<file path="src/rtl/cache_repl_policy.sv">
// Per-set replacement state: tree-PLRU bits and round-robin pointers,
// plus a shared LFSR for random victim selection.
module cache_repl_policy #(
  parameter int NUMWAYS  = 4,
  parameter int SETLEN   = 9,
  parameter int NUMLINES = 128
) (
  input  logic                       clk,
  input  logic                       reset,
  input  logic [1:0]                 Mode,
  input  logic [SETLEN-1:0]          CacheSet,
  input  logic [NUMWAYS-1:0]         HitWay,
  input  logic [NUMWAYS-1:0]         ValidWay,
  input  logic                       LRUWriteEn,
  input  logic                       SetValid,
  input  logic                       FlushStage,
  input  logic                       InvalidateCache,
  output logic [NUMWAYS-1:0]         VictimWay,
  output logic [$clog2(NUMWAYS)-1:0] VictimWayEnc
);

  localparam int LFSRLEN = 8;
  localparam int LOGW = $clog2(NUMWAYS);
  localparam int IDXW = (NUMLINES > 1) ? $clog2(NUMLINES) : 1;
  localparam logic [SETLEN:0] LINES = (SETLEN+1)'(NUMLINES);

  logic [NUMWAYS-2:0]   r_plru [NUMLINES];
  logic [LOGW-1:0]      r_rr   [NUMLINES];
  logic [LFSRLEN-1:0]   r_lfsr;

  logic                 w_ok;
  logic                 w_upd;
  logic [IDXW-1:0]      w_idx;
  logic [NUMWAYS-2:0]   w_plru;
  logic [NUMWAYS-2:0]   w_plru_nx;
  logic [LOGW-1:0]      w_rr;
  logic [LOGW-1:0]      w_tree;
  logic [LOGW-1:0]      w_inv;
  logic [LOGW-1:0]      w_hit;
  logic [LOGW-1:0]      w_u;
  logic [LFSRLEN-1:0]   w_lfsr_nx;

  assign w_ok   = {1'b0, CacheSet} < LINES;
  assign w_idx  = CacheSet[IDXW-1:0];
  assign w_plru = w_ok ? r_plru[w_idx] : '0;
  assign w_rr   = w_ok ? r_rr[w_idx] : '0;

  // Heap-ordered tree: node n has children 2n+1 (lower) and 2n+2 (upper).
  always_comb begin
    logic [LOGW:0]        n;
    logic [2*NUMWAYS-1:0] x;
    x = '0;
    x[NUMWAYS-2:0] = w_plru;
    n = '0;
    w_tree = '0;
    for (int l = 0; l < LOGW; l++) begin
      w_tree[LOGW-1-l] = x[n];
      n = (n << 1) + (LOGW+1)'(1) + (LOGW+1)'(x[n]);
    end
  end

  always_comb begin
    w_inv = '0;
    for (int i = NUMWAYS-1; i >= 0; i--)
      if (!ValidWay[i]) w_inv = LOGW'(i);
  end

  always_comb begin
    w_hit = '0;
    for (int i = 0; i < NUMWAYS; i++)
      if (HitWay[i]) w_hit = w_hit | LOGW'(i);
  end

  always_comb begin
    VictimWayEnc = w_tree;
    if (!(&ValidWay)) begin
      VictimWayEnc = w_inv;
    end else begin
      unique case (Mode)
        2'd1:    VictimWayEnc = r_lfsr[LOGW-1:0];
        2'd2:    VictimWayEnc = w_rr;
        default: VictimWayEnc = w_tree;
      endcase
    end
  end

  assign VictimWay = NUMWAYS'(1) << VictimWayEnc;
  assign w_u = SetValid ? VictimWayEnc : w_hit;

  // Each node on the update path is pointed away from the touched way.
  always_comb begin
    logic [LOGW:0]        n;
    logic [2*NUMWAYS-1:0] x;
    x = '0;
    x[NUMWAYS-2:0] = w_plru;
    n = '0;
    for (int l = 0; l < LOGW; l++) begin
      x[n] = ~w_u[LOGW-1-l];
      n = (n << 1) + (LOGW+1)'(1) + (LOGW+1)'(w_u[LOGW-1-l]);
    end
    w_plru_nx = x[NUMWAYS-2:0];
  end

  assign w_lfsr_nx = {r_lfsr[6:0],
                      r_lfsr[7] ^ r_lfsr[5] ^ r_lfsr[4] ^ r_lfsr[3]};

  assign w_upd = LRUWriteEn & ~FlushStage & ~InvalidateCache & w_ok;

  always_ff @(posedge clk) begin
    if (reset) begin
      for (int i = 0; i < NUMLINES; i++) begin
        r_plru[i] <= '0;
        r_rr[i]   <= '0;
      end
      r_lfsr <= 8'h01;
    end else if (InvalidateCache) begin
      for (int i = 0; i < NUMLINES; i++) begin
        r_plru[i] <= '0;
        r_rr[i]   <= '0;
      end
    end else if (w_upd) begin
      r_plru[w_idx] <= w_plru_nx;
      if (SetValid) begin
        r_rr[w_idx] <= r_rr[w_idx] + LOGW'(1);
        r_lfsr      <= w_lfsr_nx;
      end
    end
  end

endmodule

</file>
<file path="config.mk">
export PLATFORM = sky130hd
export DESIGN_NAME = cache_repl_policy
export DESIGN_NICKNAME = d
export VERILOG_FILES = /design/src/rtl/cache_repl_policy.sv
export SDC_FILE = /design/constraint.sdc
export NUM_CORES = 1
export LEC_CHECK = 0
export CELL_PAD_IN_SITES_DETAIL_PLACEMENT = 0
export CELL_PAD_IN_SITES_GLOBAL_PLACEMENT = 1
export CORE_ASPECT_RATIO = 1.4
export CORE_MARGIN = 1
export CORE_UTILIZATION = 52
export CTS_BUF_LIST = sky130_fd_sc_hd__clkbuf_8
export CTS_CLUSTER_SIZE = 25
export DETAILED_ROUTE_END_ITERATION = 10
export PLACE_DENSITY_LB_ADDON = 0.12
export SYNTH_ARGS = -nofsm -noshare
export SYNTH_HDL_FRONTEND = slang
export SYNTH_SLANG_ARGS = --single-unit
export TNS_END_PERCENT = 10
</file>
<file path="constraint.sdc">
create_clock -name clk -period 10.75 [get_ports clk]
set_clock_uncertainty 0.15 [all_clocks]
set_input_delay 1.6125 -clock clk [delete_from_list [all_inputs] [get_ports clk]]
set_output_delay 1.6125 -clock clk [all_outputs]
set_load 0.05 [all_outputs]
</file>
==> flow_summary.toml, run 1 <==
[worst_setup_path]
worst_ep_arrival_time_ns = 6.55
cpPeakStageDelay_ns = 0.81
crit_chain = "buf_6, buf_4, mux2i_1, o221ai_1, o311a_1, a222oi_1, nand4_1, nor2_1, mux2i_4, a21oi_1, nor2b_1, clkdlybuf4s50_1"
crit_required_ns = 8.99
reg2regPathDepth = 10
r2r-start = "r_plru[85][0]$_SDFFCE_PN0P_"
start_kind = "input port"
cp-end-kind = "output pin"
worstSetupPathType = "in2out"
crit_path_max_fanout = 69
r2r_slack_ns = 5.65
r2r_end = "r_plru[118][2]$_SDFFCE_PN0P_"
crit_slowest_cell = "clkdlybuf4s50_1"

[synth]
netlist-cell-type-count = 85
ys_seq_area_frac = 0.5873
avgSynthCellArea_sq_um = 11.69
synth_area_leader_cell = "edfxtp_1"
yosysWarnings = 0
synth-main-ff-cell = "edfxtp_1"
synth-async-reset-ratio = 0
synth_area_leaders = "edfxtp_1 (58%), nor3_2 (7.3%), nand2_1 (5.0%), nor2_1 (5.0%), mux4_2 (3.0%)"
synth_seq_cells = 648
yosys-top-cells-count = "edfxtp_1 (640), nand2_1 (440), nor2_1 (436), nor3_2 (240), nand3_1 (153)"
synth_area_sq_mm = 0.03299
synth_edf_count = 640
netlist.area_leader.share = 0.5825
synth_cells = 2823
synth.most_common_cell = "edfxtp_1"
syn-num-nets = 2850

[die]
fp.dieH_um = 300.0
die-area_sq_mm = 0.06448
num_rows = 108
fp.dieW_um = 214.9
start_util = 0.5296
core-area_sq_mm = 0.06229
num_io_pins = 31

[drt]
drtAntennaViolNets = 0
first_iter_violations = 3319
wl_um = 106900
vias = 24190
drc = 0
detail_route.wl_per_cell_um = 29.28
vias_per_cell = 6.625
dr.pass1.iters = 6

[cells_and_area]
fin_area_sq_mm = 0.03543
fillers = 5209
seq_area_sq_mm = 0.01938
nNetsFinal = 2781
multiInputGateArea_sq_mm = 0.01226
drive_above_1_share = 0.2031
area_delta_synth_final_pct = 7.391

[sta]
final-setup-viol-count = 0
tns_ns = 0
max_freq_mhz = 120.3
max_slew.worst_pin.slew_ns = 1.280
finalHoldViolations = 0
slew_violations = 0
relSlewSlack = 0.1465
fin_ws_ns = 2.440
rsz0062_at_grt = "no"
period_minus_slack_ns = 8.310
fin_crit_sh = 0.7730

[clock_tree]
postCtsHoldBufs = 0
clock-root-buffer = "clkbuf_8"
cts_setup_buffers = 0
clk_pin_slew_ns = 0.06
post_cts_resize_count = 0
cts_max_level = 3
cts_tree = "done"
cts_made_buffers = 102
clk_latency_ns = 0.73
cts_max_path_buffers = 3
clkSinkCount = 648

[worst_hold_path]
hold_depth = 2
hold_class = "reg2reg"
min_to = "r_lfsr[3]$_SDFFE_PP0P_"
worstHoldStart = "r_lfsr[2]$_SDFFE_PP0P_"

[place]
dp_slack_ns = 2.524
place_congestion = 0.9072
dpl_cell_area_sq_mm = 0.03366
dpl.hpwl_um = 61610
io_buffer_count = 29

[global_route]
grt_pass1_vias = 23730
grt-ovfl-total = 0
grt_pass1_wl_um = 155300
grt_max_degree = 181
grt_antenna_before_repair = 2
grt_usage = 0.3305

[flow_run]
max_cap_violations = 0

[pwr]
ir_drop_mv = 0.09881
cellLeakagePower_nw = 12.35
cellPowerDensity_mw_per_mm2 = 154.3

[run_status]
status = "finished, final reports clean"
[routing by layer]
layer  part of all wire  wire length (um)  global-route usage  up-vias
li1                   -                 -                   -    10260
met5            0.00012                13                   0        -
met1               0.37             39480              0.4277    12170
met2               0.49             52030              0.5421     1457
met3              0.096             10250             0.05635      301
met4              0.048              5140              0.1582        2
[registers in the layout (all words and copies together) (netlist names)]
name / count
r_lfsr: 8
r_plru: 384
r_rr: 256
[worst max-delay path by stage]
stage,from,end
after floorplan,CacheSet[2],VictimWay[1]
after global placement,CacheSet[5],VictimWay[1]
after detailed placement,CacheSet[5],VictimWay[1]
after CTS,CacheSet[5],VictimWay[1]
after global routing,CacheSet[5],VictimWay[1]
final,CacheSet[1],VictimWay[2]
[area by class of cell]
class                      instances  share of cell area
inverter                          12            0.001271
tap                              825             0.02913
antenna                            1          0.00007062
sequential                       648              0.5469
clock buffer                     104             0.04040
timing repair buffer             105             0.02666
clock inverter                    72            0.009640
multi-input combinational       1885              0.3459
[stage by stage]
stage / utilization / power, mW / hold slack, ns / cells
after floorplan: - / 3.374 / 0.3081 / 2823
after global placement: 0.5403 / 3.584 / 0.3255 / 3475
after detailed placement: 0.5403 / 3.593 / 0.3464 / 3475
after CTS: 0.5688 / 5.462 / 0.3602 / 3651
after global routing: 0.5688 / 5.610 / 0.3887 / 3652
final: 0.5688 / 5.466 / 0.3507 / 3652
[where the power goes]
| part | internal, mW | switching (mW) | total (mW) | leakage, nW |
|---|---|---|---|---|
| combinational | 0.144 | 0.503 | 0.647 | 4.15 |
| clock | 0.918 | 0.993 | 1.91 | 1.03 |
| sequential | 2.87 | 0.0352 | 2.91 | 7.16 |
| total | 3.93 | 1.53 | 5.47 | 12.3 |
[cell families after synthesis]
logic type	after synthesis	share of synthesized area
muxes	167	0.06940
and+or+nand+nor	1400	0.2214
buffers and inverters	290	0.04740
xor gates and xnor gates	4	0.001062
DFF	648	0.5873
adders and majority gates	2	0.0007583
AOI/OAI and AO/OA	312	0.07266
[worst max-delay path: cells and delay by family]
kind            cells  cell delay, ns
compound gates      4            1.30
buf+inv             3            1.99
mux                 2            0.73
simple gates        3            0.85
[layout by cell type, fill, tap and decap left out, types with 35 or more instances in the layout]
| cell type | instances |
|---|---|
| a21oi_1 | 35 |
| a221oi_1 | 35 |
| a22oi_1 | 62 |
| buf_4 | 70 |
| clkbuf_8 | 104 |
| edfxtp_1 | 640 |
| inv_1 | 44 |
| mux2i_1 | 84 |
| mux4_2 | 44 |
| nand2_1 | 440 |
| nand3_1 | 153 |
| nor2_1 | 427 |
| nor3_2 | 249 |
No activity file was read; power rests on OpenSTA's default activity.
==> run 2: changes to the inputs <==
==> constraint.sdc (replaced) <==
create_clock -name clk -period 7.8 [get_ports clk]
set_clock_uncertainty 0.15 [all_clocks]
set_input_delay 1.17 -clock clk [delete_from_list [all_inputs] [get_ports clk]]
set_output_delay 1.17 -clock clk [all_outputs]
set_load 0.05 [all_outputs]
==> flow_summary.toml, run 2 (synthesis results as in run 1) <==
[place]
dp_cells = 3507
io_buffer_count = 29
place_congestion = 0.9111
dpl_cell_area_sq_mm = 0.03393
dpl.hpwl_um = 64930

[drt]
detail_route.wl_per_cell_um = 28.82
wl_um = 106400
vias = 24000
dr.pass1.iters = 6
drc = 0
drtAntennaViolNets = 0
vias_per_cell = 6.499
first_iter_violations = 3140

[pwr]
seq_power_share = 0.536
cellPowerDensity_mw_per_mm2 = 209.7
p_int_mw = 5.382
ir_drop_mv = 0.1222
power_switching_mw = 2.097
cellLeakagePower_nw = 12.51
switching_share = 0.2804
combPwrFrac = 0.121
power.share.clock = 0.343

[sta]
relSlewSlack = 0.08995
rsz0062_at_grt = "no"
max_freq_mhz = 147.8
max_slew.worst_pin.slew_ns = 1.358
fin_crit_sh = 0.8673
period_minus_slack_ns = 6.765
tns_ns = 0
finalHoldViolations = 0
slew_violations = 0
final-setup-viol-count = 0

[worst_setup_path]
worstSetupPathType = "in2out"
reg2regPathDepth = 10
crit_required_ns = 6.48
crit_path_max_fanout = 46
r2r_end = "r_plru[21][1]$_SDFFCE_PN0P_"
cp-end-kind = "output pin"
cpPeakStageDelay_ns = 0.87
start_kind = "input port"
cp_top_family = "buffers and inverters"
crit_top_cell = "buf_4"
worst_ep_arrival_time_ns = 5.45
crit_slowest_cell = "clkdlybuf4s50_1"
worst-path-buf-inv = 4
r2r_slack_ns = 3.44
r2r-start = "r_plru[85][0]$_SDFFCE_PN0P_"
crit_chain = "buf_6, buf_4, nor2b_4, buf_4, a22oi_1, o22ai_1, a2111oi_0, nand4_1, nor2_1, a2bb2oi_1, a21oi_1, clkdlybuf4s50_1"

[die]
start_util = 0.5296
fp.dieW_um = 214.9
core-area_sq_mm = 0.06229
die-area_sq_mm = 0.06448
fp.dieH_um = 300.0
num_rows = 108
num_io_pins = 31

[worst_hold_path]
worstHoldStart = "r_lfsr[2]$_SDFFE_PP0P_"
hold_class = "reg2reg"
min_to = "r_lfsr[3]$_SDFFE_PP0P_"
hold_depth = 2

[cells_and_area]
area_delta_synth_final_pct = 8.123
fin_area_sq_mm = 0.03567
final_common_cell = "edfxtp_1"
largest_register_ffs = 384
final_cells = 3693
nNetsFinal = 2811
reg_top3 = "r_plru: 384 flops, r_rr: 256 flops, r_lfsr: 8 flops"
final_cell_mix = "edfxtp_1 (640), nand2_1 (440), nor2_1 (429), nor3_2 (249), nand3_1 (153)"
final_util = 0.5727
multiInputGateArea_sq_mm = 0.01224
top_register = "r_plru"
drive_above_1_share = 0.2104
fillers = 5224
seq_area_sq_mm = 0.01938

[clock_tree]
clk_latency_ns = 0.72
clk_pin_slew_ns = 0.06
cts_max_path_buffers = 3
post_cts_resize_count = 0
cts_setup_buffers = 0
clkSinkCount = 648
cts_made_buffers = 100
cts_max_level = 3
cts_tree = "done"
clock-root-buffer = "clkbuf_8"
postCtsHoldBufs = 0

[global_route]
grt_pass1_vias = 23640
grt_antenna_before_repair = 3
grt-ovfl-total = 0
grt_usage = 0.3311
grt_max_degree = 129
grt_pass1_wl_um = 156400

[flow_run]
max_cap_violations = 0

[run_status]
status = "finished, final reports clean"
==> run 2: cell count changes in the layout (fill, tap and decap cells not counted), sizes merged <==
cell / delta
buf: +37
bufinv: -1
clkbuf: -2
clkdlybuf4s50: -5
clkinv: +10
clkinvlp: +1
diode: +1
==> run 2: per-layer routing <==
metal	global-route usage	share of wire
met1	0.4276	0.37
met2	0.5447	0.49
met3	0.05331	0.094
met4	0.1631	0.049
met5	0	0.00012
==> run 2: worst reg2reg max path, stage by stage, from the launching register on <==
cell and delay, ns:
edfxtp_1 0.36, mux2i_1 0.27, o221ai_1 0.17, o311a_1 0.46, a222oi_1 0.47, nand4_1 0.20, nor2_1 0.51, mux2i_4 0.21
a211oi_4 0.37, buf_12 0.62, nor3_2 0.28
==> run 2: cell type report <==
| type | instances | share of cell area |
|---|---|---|
| Sequential cell | 648 | 0.5432 |
| Multi-Input combinational cell | 1885 | 0.3430 |
| Antenna cell | 2 | 0.0001403 |
| Inverter | 12 | 0.001263 |
| Clock inverter | 82 | 0.009505 |
| Clock buffer | 102 | 0.03935 |
| Tap cell | 825 | 0.02894 |
| Timing Repair Buffer | 137 | 0.03462 |
==> run 2: worst max-delay path by stage <==
| stage | from | end | slack [ns] | cells past startpoint |
|---|---|---|---|---|
| final | CacheSet[1] | VictimWayEnc[1] | 1.03 | 12 |
| after global placement | CacheSet[1] | VictimWayEnc[1] | 1.19 | 11 |
| after global routing | CacheSet[2] | VictimWayEnc[1] | 0.87 | 10 |
| after detailed placement | CacheSet[1] | VictimWayEnc[1] | 1.15 | 12 |
| after CTS | CacheSet[1] | VictimWay[1] | 1.14 | 11 |
| after floorplan | CacheSet[2] | VictimWay[1] | 1.55 | 16 |
==> run 2: power by group through the flow <==
stage          clock (mW)  combinational, mW  sequential [mW]
4_1_cts              2.59              0.889             4.01
6_report             2.57              0.903             4.01
5_1_grt              2.73              0.937             4.02
3_3_place_gp            0              0.881             4.07
2_1_floorplan           0              0.597             4.05
3_5_place_dp            0              0.888             4.08
==> run 2: per-stage QoR <==
step                      setup slack [ns]  power (mW)  hold slack, ns
final                                1.035       7.479          0.3423
after global routing                0.8662       7.689          0.3869
after CTS                            1.139       7.490          0.3480
after detailed placement             1.147       4.968          0.3364
after global placement               1.190       4.956          0.3218
after floorplan                      1.546       4.649          0.3081
